**config.mk**
```make
export PLATFORM = sky130hd
export DESIGN_NAME = parking_time_tracker_flat
export DESIGN_NICKNAME = d
export VERILOG_FILES = /design/src/rtl/parking_time_tracker_if.sv /design/src/rtl/parking_time_tracker.sv /design/src/flat_wrapper.sv
export SDC_FILE = /design/constraint.sdc
export NUM_CORES = 1
export LEC_CHECK = 0
export BUFFER_PORTS_ARGS = -buffer_cell sky130_fd_sc_hd__clkbuf_2
export CORE_MARGIN = 5
export CORE_UTILIZATION = 65
export DETAILED_ROUTE_END_ITERATION = 12
export PLACE_DENSITY = 0.87
export SKIP_LAST_GASP = 1
export SYNTH_ARGS = -nofsm -noshare
export SYNTH_HDL_FRONTEND = slang
export SYNTH_SLANG_ARGS = --single-unit
```
**constraint.sdc**
```tcl
create_clock -name clk -period 6.7 [get_ports clk]
set_clock_uncertainty 0.1 [all_clocks]
set_input_delay 1.005 -clock clk [delete_from_list [all_inputs] [get_ports clk]]
set_output_delay 1.005 -clock clk [all_outputs]
set_load 0.1 [all_outputs]
```
**src/rtl/parking_time_tracker_if.sv**
```systemverilog
// parking_time_tracker_if: entry/exit event bus and stay-result outputs of the parking time tracker
interface parking_time_tracker_if #(
    parameter int TIME_W = 8,
    parameter int SLOTS  = 4,
    parameter int SLOT_W = 2
);
    logic              entry_valid;
    logic [SLOT_W-1:0] entry_slot;
    logic              exit_valid;
    logic [SLOT_W-1:0] exit_slot;
    logic [TIME_W-1:0] time_now;
    logic [SLOTS-1:0]  occupied;
    logic              done_valid;
    logic [SLOT_W-1:0] done_slot;
    logic [TIME_W-1:0] time_total;
    logic              err;
    modport master (
        output entry_valid, entry_slot, exit_valid, exit_slot,
        input  time_now, occupied, done_valid, done_slot, time_total, err
    );
    modport slave (
        input  entry_valid, entry_slot, exit_valid, exit_slot,
        output time_now, occupied, done_valid, done_slot, time_total, err
    );
endinterface

```
**src/rtl/parking_time_tracker.sv**
```systemverilog
// parking_time_tracker: prescaled timestamp base, per-slot entry stamps and wrap-safe stay durations
module parking_time_tracker #(
    parameter int TIME_W   = 8,
    parameter int SLOTS    = 4,
    parameter int SLOT_W   = 2,
    parameter int TICK_DIV = 16
) (
    input logic clk,
    input logic rst,
    parking_time_tracker_if.slave bus
);
    localparam int NS = 2 ** SLOT_W;
    localparam int PW = TICK_DIV > 1 ? $clog2(TICK_DIV) : 1;
    logic [PW-1:0]     pre;
    logic [TIME_W-1:0] tnow, tnxt, total;
    logic [TIME_W-1:0] stamp [NS];
    // sized to the full index space so out-of-range slot indices never select past the vector
    logic [NS-1:0]     occ, over;
    logic [SLOT_W-1:0] dslot;
    logic              tick, ex_ok, en_ok, dv, er;
    assign tick  = pre == PW'(TICK_DIV - 1);
    assign tnxt  = tnow + 1'b1;
    assign ex_ok = bus.exit_valid && 32'(bus.exit_slot) < SLOTS && occ[bus.exit_slot];
    // an occupied slot may be re-entered only when it is being vacated in the same cycle
    assign en_ok = bus.entry_valid && 32'(bus.entry_slot) < SLOTS &&
                   (!occ[bus.entry_slot] || (ex_ok && bus.exit_slot == bus.entry_slot));
    always_ff @(posedge clk or posedge rst) begin
        if (rst) begin
            pre   <= '0;
            tnow  <= '0;
            occ   <= '0;
            over  <= '0;
            dv    <= 1'b0;
            er    <= 1'b0;
            dslot <= '0;
            total <= '0;
            for (int i = 0; i < NS; i++) stamp[i] <= '0;
        end else begin
            pre <= tick ? '0 : pre + 1'b1;
            if (tick) tnow <= tnxt;
            dv <= ex_ok;
            er <= (bus.entry_valid && !en_ok) || (bus.exit_valid && !ex_ok);
            // the counter is about to lap the entry stamp: the stay no longer fits in TIME_W
            for (int i = 0; i < SLOTS; i++)
                if (occ[i] && tick && tnxt == stamp[i]) over[i] <= 1'b1;
            if (ex_ok) begin
                total          <= over[bus.exit_slot] ? '1 : tnow - stamp[bus.exit_slot];
                dslot          <= bus.exit_slot;
                occ[bus.exit_slot] <= 1'b0;
            end
            if (en_ok) begin
                stamp[bus.entry_slot] <= tnow;
                occ[bus.entry_slot]   <= 1'b1;
                over[bus.entry_slot]  <= 1'b0;
            end
        end
    end
    assign bus.time_now   = tnow;
    assign bus.occupied   = occ[SLOTS-1:0];
    assign bus.done_valid = dv;
    assign bus.done_slot  = dslot;
    assign bus.time_total = total;
    assign bus.err        = er;
endmodule

```
**src/flat_wrapper.sv**
```systemverilog
// flat-port wrapper written by rule: the top's interface ports become plain ports
module parking_time_tracker_flat 
#(
    parameter int TIME_W   = 8,
    parameter int SLOTS    = 4,
    parameter int SLOT_W   = 2,
    parameter int TICK_DIV = 16
)
  (clk, rst, bus_entry_valid, bus_entry_slot, bus_exit_valid, bus_exit_slot, bus_time_now, bus_occupied, bus_done_valid, bus_done_slot, bus_time_total, bus_err);
  parking_time_tracker_if #(.TIME_W(TIME_W), .SLOTS(SLOTS), .SLOT_W(SLOT_W)) bus_i ();
  input logic clk;
  input logic rst;
  input wire logic [$bits(bus_i.entry_valid)-1:0] bus_entry_valid;
  input wire logic [$bits(bus_i.entry_slot)-1:0] bus_entry_slot;
  input wire logic [$bits(bus_i.exit_valid)-1:0] bus_exit_valid;
  input wire logic [$bits(bus_i.exit_slot)-1:0] bus_exit_slot;
  output wire logic [$bits(bus_i.time_now)-1:0] bus_time_now;
  output wire logic [$bits(bus_i.occupied)-1:0] bus_occupied;
  output wire logic [$bits(bus_i.done_valid)-1:0] bus_done_valid;
  output wire logic [$bits(bus_i.done_slot)-1:0] bus_done_slot;
  output wire logic [$bits(bus_i.time_total)-1:0] bus_time_total;
  output wire logic [$bits(bus_i.err)-1:0] bus_err;
  assign bus_i.entry_valid = bus_entry_valid;
  assign bus_i.entry_slot = bus_entry_slot;
  assign bus_i.exit_valid = bus_exit_valid;
  assign bus_i.exit_slot = bus_exit_slot;
  assign bus_time_now = bus_i.time_now;
  assign bus_occupied = bus_i.occupied;
  assign bus_done_valid = bus_i.done_valid;
  assign bus_done_slot = bus_i.done_slot;
  assign bus_time_total = bus_i.time_total;
  assign bus_err = bus_i.err;
  parking_time_tracker #(.TIME_W(TIME_W), .SLOTS(SLOTS), .SLOT_W(SLOT_W), .TICK_DIV(TICK_DIV)) u_core (.clk(clk), .rst(rst), .bus(bus_i));
endmodule
```
==> results.sh, run 1 <==
export IMPL_root_buffer="clkbuf_8"
export IMPL_gp_congestion=0.881
export IMPL_setup_violations=0
export IMPL_rsz0062_at_grt="false"
export IMPL_hpwl_mm=6.06
export IMPL_avgSynthCellArea_um2=10.7
export IMPL_dieArea_um2=7480
export IMPL_finalNetCount=393
export IMPL_cts_setup_buffers=0
export IMPL_critical_path_arrival_ns=3.51
export IMPL_drv_cap=0
export IMPL_yosysSeqAreaShare_pct=42.1
export IMPL_clockBufferDepth=2
export IMPL_finalHoldViolations=0
export IMPL_ys_async_sr_fraction_pct=100
export IMPL_num_vias=2930
export IMPL_worstHoldPathType="reg2reg"
export IMPL_slew_headroom_pct=30.7
export IMPL_cts_buffers=9
export IMPL_vdd_ir_drop_max_uv=344
export IMPL_initialDrtViolationCount=334
export IMPL_drc=0
export IMPL_slew_violations=0
export IMPL_grt_pass1_vias=3064
export IMPL_cp_end_kind="flop"
export IMPL_power_density_nw_per_um2=325
export IMPL_die_y_um=86.5
export IMPL_synth_main_ff_cell="dfrtp_1"
export IMPL_synth_edf_count=0
export IMPL_period_share_pct=50.3
export IMPL_tritoncts="built"
export IMPL_ctsHoldBuffers=0
export IMPL_grt_max_degree=65
export IMPL_insertedDiodeCount=0
export IMPL_min_delay_path_depth=2
export IMPL_syn_to_final_growth_pct=10.4
export IMPL_wl_per_cell_um=20.2
export IMPL_io_pins=32
export IMPL_core_area_um2=5610
export IMPL_fmax_mhz=297
export IMPL_syn_area_um2=3800
export IMPL_die_w_um=86.5
export IMPL_critPathKind="in2reg"
export IMPL_grt_use_total_pct=26.7
export IMPL_initial_core_util_pct=67.8
export IMPL_insertion_delay_ns=0.35
export IMPL_p_total_mw=1.36
export IMPL_antenna_left=0
export IMPL_syn_inst=354
export IMPL_cp_max_fo=15
export IMPL_min_period_ns=3.37
export IMPL_drive_gt1_share_pct=24.5
export IMPL_grt_pass1_wl_mm=15.3
export IMPL_path_clk_slew_ns=0.07
export IMPL_post_cts_resized=0
export IMPL_syn_nets=372
export IMPL_portBuffers=31
export IMPL_first_pass_iters=5
export IMPL_worstSetupStartpointType="input pin"
export IMPL_h_tree_depth=3
export IMPL_vias_per_cell=6.48
export IMPL_cts_sinks=64
export IMPL_status="completed"
export IMPL_row_count=27
export IMPL_tns_ns=0
export IMPL_synth_warnings=0
export IMPL_antenna_found_initial=0
export IMPL_routed_wl_mm=9.13
export IMPL_yosysUniqueCellTypes=48
export IMPL_synth_top_area_share_pct=42.1
export IMPL_ys_ff_latch=64
export IMPL_synthTopCellsByArea="dfrtp_1 42%, mux2_2 8.6%, xnor2_1 8.3%"
export IMPL_grt_overflow_total=0
export IMPL_post_synth_top_area_cell="dfrtp_1"
export IMPL_crit_required_ns=6.84
export IMPL_p_leak_nw=1.92
export IMPL_r2r_cells=6
export IMPL_tightest_slew_ns=1.04
==> logic make-up after synthesis <==
| family | Yosys count | share of synthesized area [%] |
|---|---|---|
| AO/OA/AOI/OAI | 60 | 10.6 |
| XOR/XNOR | 54 | 12.4 |
| adder cells (fa/ha/maj) | 10 | 3.49 |
| buffers and inverters | 36 | 4.28 |
| flip-flops | 64 | 42.1 |
| multiplexers | 40 | 15.1 |
| AND/OR/NAND/NOR | 90 | 12.0 |
==> state kept, by name, indices dropped and copies added, names as in the netlist, 2 cells and up <==
register	cells
u_core.bus.time_total	8
u_core.stamp	32
u_core.bus.occupied	4
u_core.pre	4
u_core.bus.time_now	8
u_core.bus.done_slot	2
u_core.over	4
==> per-stage QoR <==
| stage | setup slack [ns] | utilization, % | hold WS [ns] | cells | area [µm²] |
|---|---|---|---|---|---|
| finish | 3.33 | 74.9 | 0.374 | 452 | 4200 |
| global placement | 3.15 | 70.3 | 0.355 | 436 | 3950 |
| CTS | 3.34 | 74.9 | 0.379 | 452 | 4200 |
| global route | 3.23 | 74.9 | 0.399 | 452 | 4200 |
| detailed placement | 2.98 | 70.3 | 0.363 | 436 | 3950 |
| floorplan | 3.05 | - | 0.355 | 354 | 3800 |
==> report_power, final <==
part	switching, mW	total (mW)	internal [mW]
clock	0.154	0.420	0.267
sequential	0.0417	0.481	0.440
combinational	0.370	0.463	0.0928
==> per-layer routing <==
layer / GRT usage, % / vias to the layer above / wire, µm
li1: - / 1290 / -
met1: 33.6 / 1454 / 3760
met2: 43.5 / 144 / 4390
met3: 4.94 / 42 / 638
met4: 14.7 / 0 / 341
met5: 0 / - / 0
==> Yosys cell counts (2+ instances only) <==
cell type,instances
mux4_2,11
nor2_1,13
dfrtp_1,64
mux2_2,29
a32o_1,3
nor3_1,4
buf_2,7
inv_1,14
nand3_1,7
nor4_1,3
o22a_1,5
o21a_1,3
nand2b_1,3
ha_1,9
nand2_1,38
or3_1,3
nor3b_1,2
o21ai_0,22
a21o_1,2
nand4_1,5
buf_1,2
xor2_1,18
xnor2_1,36
clkbuf_1,9
o31ai_1,2
a21oi_1,7
buf_4,3
a211o_1,3
and3_1,4
o22ai_1,5
==> placed cells by master (no fill, tap or decap), drive strengths merged, types with 2 or more instances in the layout <==
| master | n |
|---|---|
| bufinv | 3 |
| o21ai | 22 |
| or3 | 3 |
| nand4 | 5 |
| mux4 | 11 |
| dfrtp | 64 |
| nand3 | 9 |
| ha | 9 |
| xnor2 | 36 |
| and3 | 4 |
| o31ai | 2 |
| o22ai | 5 |
| o22a | 5 |
| nor4 | 3 |
| xor2 | 18 |
| a32o | 3 |
| a21oi | 7 |
| nor2 | 13 |
| clkbuf | 42 |
| nor3 | 5 |
| a211o | 3 |
| a21o | 2 |
| nand2b | 3 |
| nor3b | 2 |
| inv | 14 |
| nand2 | 38 |
| mux2 | 29 |
| o21a | 3 |
| a2111oi | 2 |
==> cell type report <==
class	count	area, µm²
Clock buffer	11	151
Timing Repair Buffer	32	163
Sequential cell	64	1600
Multi-Input combinational cell	254	2040
Tap cell	72	90.1
Clock inverter	5	103
Inverter	14	52.6
Fill cell	355	1410
==> final timing paths <==
kind / end / slack, ns / from
setup / recovery: u_core.bus.time_total[7]$_DFFE_PP0N_ / 3.33 / bus_exit_slot[0]
hold / removal: u_core.bus.time_total[1]$_DFFE_PP0N_ / 0.37 / u_core.bus.time_total[1]$_DFFE_PP0N_
setup reg to reg: u_core.over[0]$_DFF_PP0_ / 3.91 / u_core.bus.time_now[3]$_DFFE_PP0N_
hold reg to reg: u_core.bus.time_total[1]$_DFFE_PP0N_ / 0.37 / u_core.bus.time_total[1]$_DFFE_PP0N_
max in group asynchronous: u_core.stamp[6]$_DFFE_PP0P_ / 5.21 / rst
min in group asynchronous: u_core.bus.occupied[0]$_DFF_PP0_ / 0.78 / rst
==> worst max-delay path: stages <==
cell and delay, ns:
clkbuf_2 0.41, mux4_2 0.56, inv_1 0.11, ha_1 0.23
a21o_1 0.18, a41o_1 0.29, o41ai_1 0.41, xnor2_1 0.13
o22a_1 0.18
(Power assumes the default switching activity.)
==> run 2: changes to the inputs <==
--- a/config.mk
+++ b/config.mk
@@ -7,9 +7,9 @@
 export LEC_CHECK = 0
 export BUFFER_PORTS_ARGS = -buffer_cell sky130_fd_sc_hd__clkbuf_2
 export CORE_MARGIN = 5
-export CORE_UTILIZATION = 65
+export CORE_UTILIZATION = 54
 export DETAILED_ROUTE_END_ITERATION = 12
-export PLACE_DENSITY = 0.87
+export PLACE_DENSITY = 0.77
 export SKIP_LAST_GASP = 1
 export SYNTH_ARGS = -nofsm -noshare
 export SYNTH_HDL_FRONTEND = slang
==> constraint.sdc (replaced) <==
create_clock -name clk -period 2.7 [get_ports clk]
set_clock_uncertainty 0.1 [all_clocks]
set_input_delay 0.405 -clock clk [delete_from_list [all_inputs] [get_ports clk]]
set_output_delay 0.405 -clock clk [all_outputs]
set_load 0.1 [all_outputs]
==> run 2 against run 1 <==
Against the previous run:
- critical path depth down 1
- setup slack worse by 3.1 ns
- power up 120%
- largest cell class unchanged
==> results.sh, run 2 (same netlist as run 1, synthesis figures left out) <==
export IMPL_pwr_share_clk_pct=21.9
export IMPL_cp_max_fo=3
export IMPL_period_share_pct=92.1
export IMPL_reg2reg_setup_slack_ns=0.21
export IMPL_grt_use_total_pct=23.0
export IMPL_drv_cap=0
export IMPL_row_count=30
export IMPL_finalNetCount=421
export IMPL_io_pins=32
export IMPL_critPathKind="reg2reg"
export IMPL_p_leak_nw=2.01
export IMPL_startpoint="u_core.stamp[1]$_DFFE_PP0P_"
export IMPL_initial_core_util_pct=55.7
export IMPL_p_sw_mw=1.37
export IMPL_core_area_um2=6830
export IMPL_syn_to_final_growth_pct=14.3
export IMPL_worstSetupStartpointType="flop"
export IMPL_largest_register_ffs=32
export IMPL_pwr_share_comb_pct=38.5
export IMPL_grt_use_met2_pct=34.7
export IMPL_grtUsageMet3_pct=6.57
export IMPL_first_pass_iters=4
export IMPL_cts_buffers=9
export IMPL_use_met1_pct=28.5
export IMPL_portBuffers=31
export IMPL_p_int_mw=1.67
export IMPL_critPathCapture="u_core.bus.time_total[7]$_DFFE_PP0N_"
export IMPL_grt_overflow_total=0
export IMPL_r2r_end="u_core.bus.time_total[7]$_DFFE_PP0N_"
export IMPL_status="completed"
export IMPL_worstHoldPathType="in2async"
export IMPL_clockBufferDepth=2
export IMPL_insertion_delay_ns=0.35
export IMPL_insertedDiodeCount=0
export IMPL_layout_common_cells="62 x dfrtp_1, 38 x nand2_1, 36 x xnor2_1, 31 x clkbuf_2, 29 x mux2_2"
export IMPL_seqPwrFrac_pct=39.6
export IMPL_initialDrtViolationCount=262
export IMPL_h_tree_depth=3
export IMPL_die_w_um=93.9
export IMPL_top_register="u_core.stamp"
export IMPL_finalHoldViolations=0
export IMPL_cts_sinks=64
export IMPL_cts_setup_buffers=0
export IMPL_r2r_cells=8
export IMPL_routed_wl_mm=9.43
export IMPL_slew_violations=0
export IMPL_rsz0062_at_grt="false"
export IMPL_hpwl_mm=7.01
export IMPL_setup_violations=0
export IMPL_antenna_left=0
export IMPL_ctsHoldBuffers=0
export IMPL_grt_pass1_wl_mm=15.3
export IMPL_p_total_mw=3.03
export IMPL_power_density_nw_per_um2=698
export IMPL_layout_commonest_cell="dfrtp_1"
export IMPL_antenna_found_initial=0
export IMPL_cp_end_kind="flop"
export IMPL_fin_cells=502
export IMPL_post_cts_resized=0
export IMPL_critical_path_arrival_ns=2.62
export IMPL_dp_cells=488
export IMPL_drc=0
export IMPL_slew_headroom_pct=59.5
export IMPL_dieArea_um2=8820
export IMPL_min_period_ns=2.49
export IMPL_grt_busiest_layer="met2"
export IMPL_r2r_start="u_core.stamp[1]$_DFFE_PP0P_"
export IMPL_fill_cells=551
export IMPL_vias_per_cell=5.98
export IMPL_post_route_util_pct=63.6
export IMPL_switching_share_pct=45.1
export IMPL_path_clk_slew_ns=0.07
export IMPL_root_buffer="clkbuf_8"
export IMPL_grt_pass1_vias=3084
export IMPL_tns_ns=0
export IMPL_crit_required_ns=2.83
export IMPL_wl_per_cell_um=18.8
export IMPL_crit_chain="mux4_2, inv_1, ha_1, a21o_1, a41o_1, o41ai_1, xnor2_1, o22a_1"
export IMPL_vdd_ir_drop_max_uv=255
export IMPL_slowest_stage="mux4_2"
export IMPL_grt_max_degree=38
export IMPL_slowest_delay_ns=0.48
export IMPL_die_y_um=93.9
export IMPL_num_vias=3003
export IMPL_tightest_slew_ns=0.606
export IMPL_gp_congestion=0.867
export IMPL_fmax_mhz=402
export IMPL_drive_gt1_share_pct=29.1
export IMPL_tritoncts="built"
run 2: cell types whose count changed in the layout (fill, tap and decap cells not counted):
cell	change
buf_12	+1
dfrtp_2	+2
buf_4	+27
clkbuf_1	+3
bufinv_16	-3
dfrtp_1	-2
clkbuf_8	-2
clkinv_2	+1
clkinvlp_4	-1
run 2: worst max-delay path, delay by kind of cell (launching register included):
kind	cells	cell delay [ns]
flip-flops	1	0.42
XOR/XNOR	1	0.11
multiplexers	1	0.48
adder cells (fa/ha/maj)	1	0.24
buffers and inverters	1	0.09
AO/OA/AOI/OAI	4	0.94
run 2: per-stage QoR:
step           cell area (µm²)  hold WS [ns]  setup slack (ns)
6_report                  4350       0.00630             0.214
5_1_grt                   4350        0.0557             0.110
4_1_cts                   4350        0.0314             0.215
3_5_place_dp              4200         0.365           -0.0715
3_3_place_gp              4200         0.353          -0.00497
2_1_floorplan             3810         0.355           -0.0646
run 2: how the worst min path moves through the flow:
stage / slack, ns / cells after the start / startpoint / endpoint
floorplan: 0.36 / 1 / u_core.pre[0]$_DFF_PP0_ / u_core.pre[0]$_DFF_PP0_
global placement: 0.35 / 2 / u_core.bus.time_total[2]$_DFFE_PP0N_ / u_core.bus.time_total[2]$_DFFE_PP0N_
detailed placement: 0.36 / 2 / u_core.bus.done_slot[0]$_DFFE_PP0N_ / u_core.bus.done_slot[0]$_DFFE_PP0N_
CTS: 0.03 / 2 / rst / u_core.bus.done_valid$_DFF_PP0_
global route: 0.06 / 2 / rst / u_core.bus.done_valid$_DFF_PP0_
finish: 0.006 / 2 / rst / u_core.bus.done_valid$_DFF_PP0_
run 2: power groups by stage:
| stage | clock network, mW | logic, mW | registers (mW) |
|---|---|---|---|
| floorplan | 0 | 0.280 | 1.87 |
| global placement | 0 | 1.16 | 1.21 |
| detailed placement | 0 | 1.17 | 1.22 |
| CTS | 0.674 | 1.17 | 1.20 |
| global route | 0.740 | 1.22 | 1.21 |
| finish | 0.665 | 1.17 | 1.20 |
run 2: cell type report:
type                            count  area, µm²  area share (%)
Sequential cell                    64       1600            36.9
Clock inverter                      2       10.0           0.230
Multi-Input combinational cell    254       2040            46.9
Tap cell                           96        120            2.76
Inverter                           14       52.6            1.21
Clock buffer                       12        135            3.11
Timing Repair Buffer               60        385            8.87
run 2: layer usage:
metal / part of all wire, % / vias to the layer above
met5: 0 / -
met2: 46 / 132
met4: 5.9 / 0
met3: 8.2 / 49
li1: - / 1349
met1: 40 / 1473
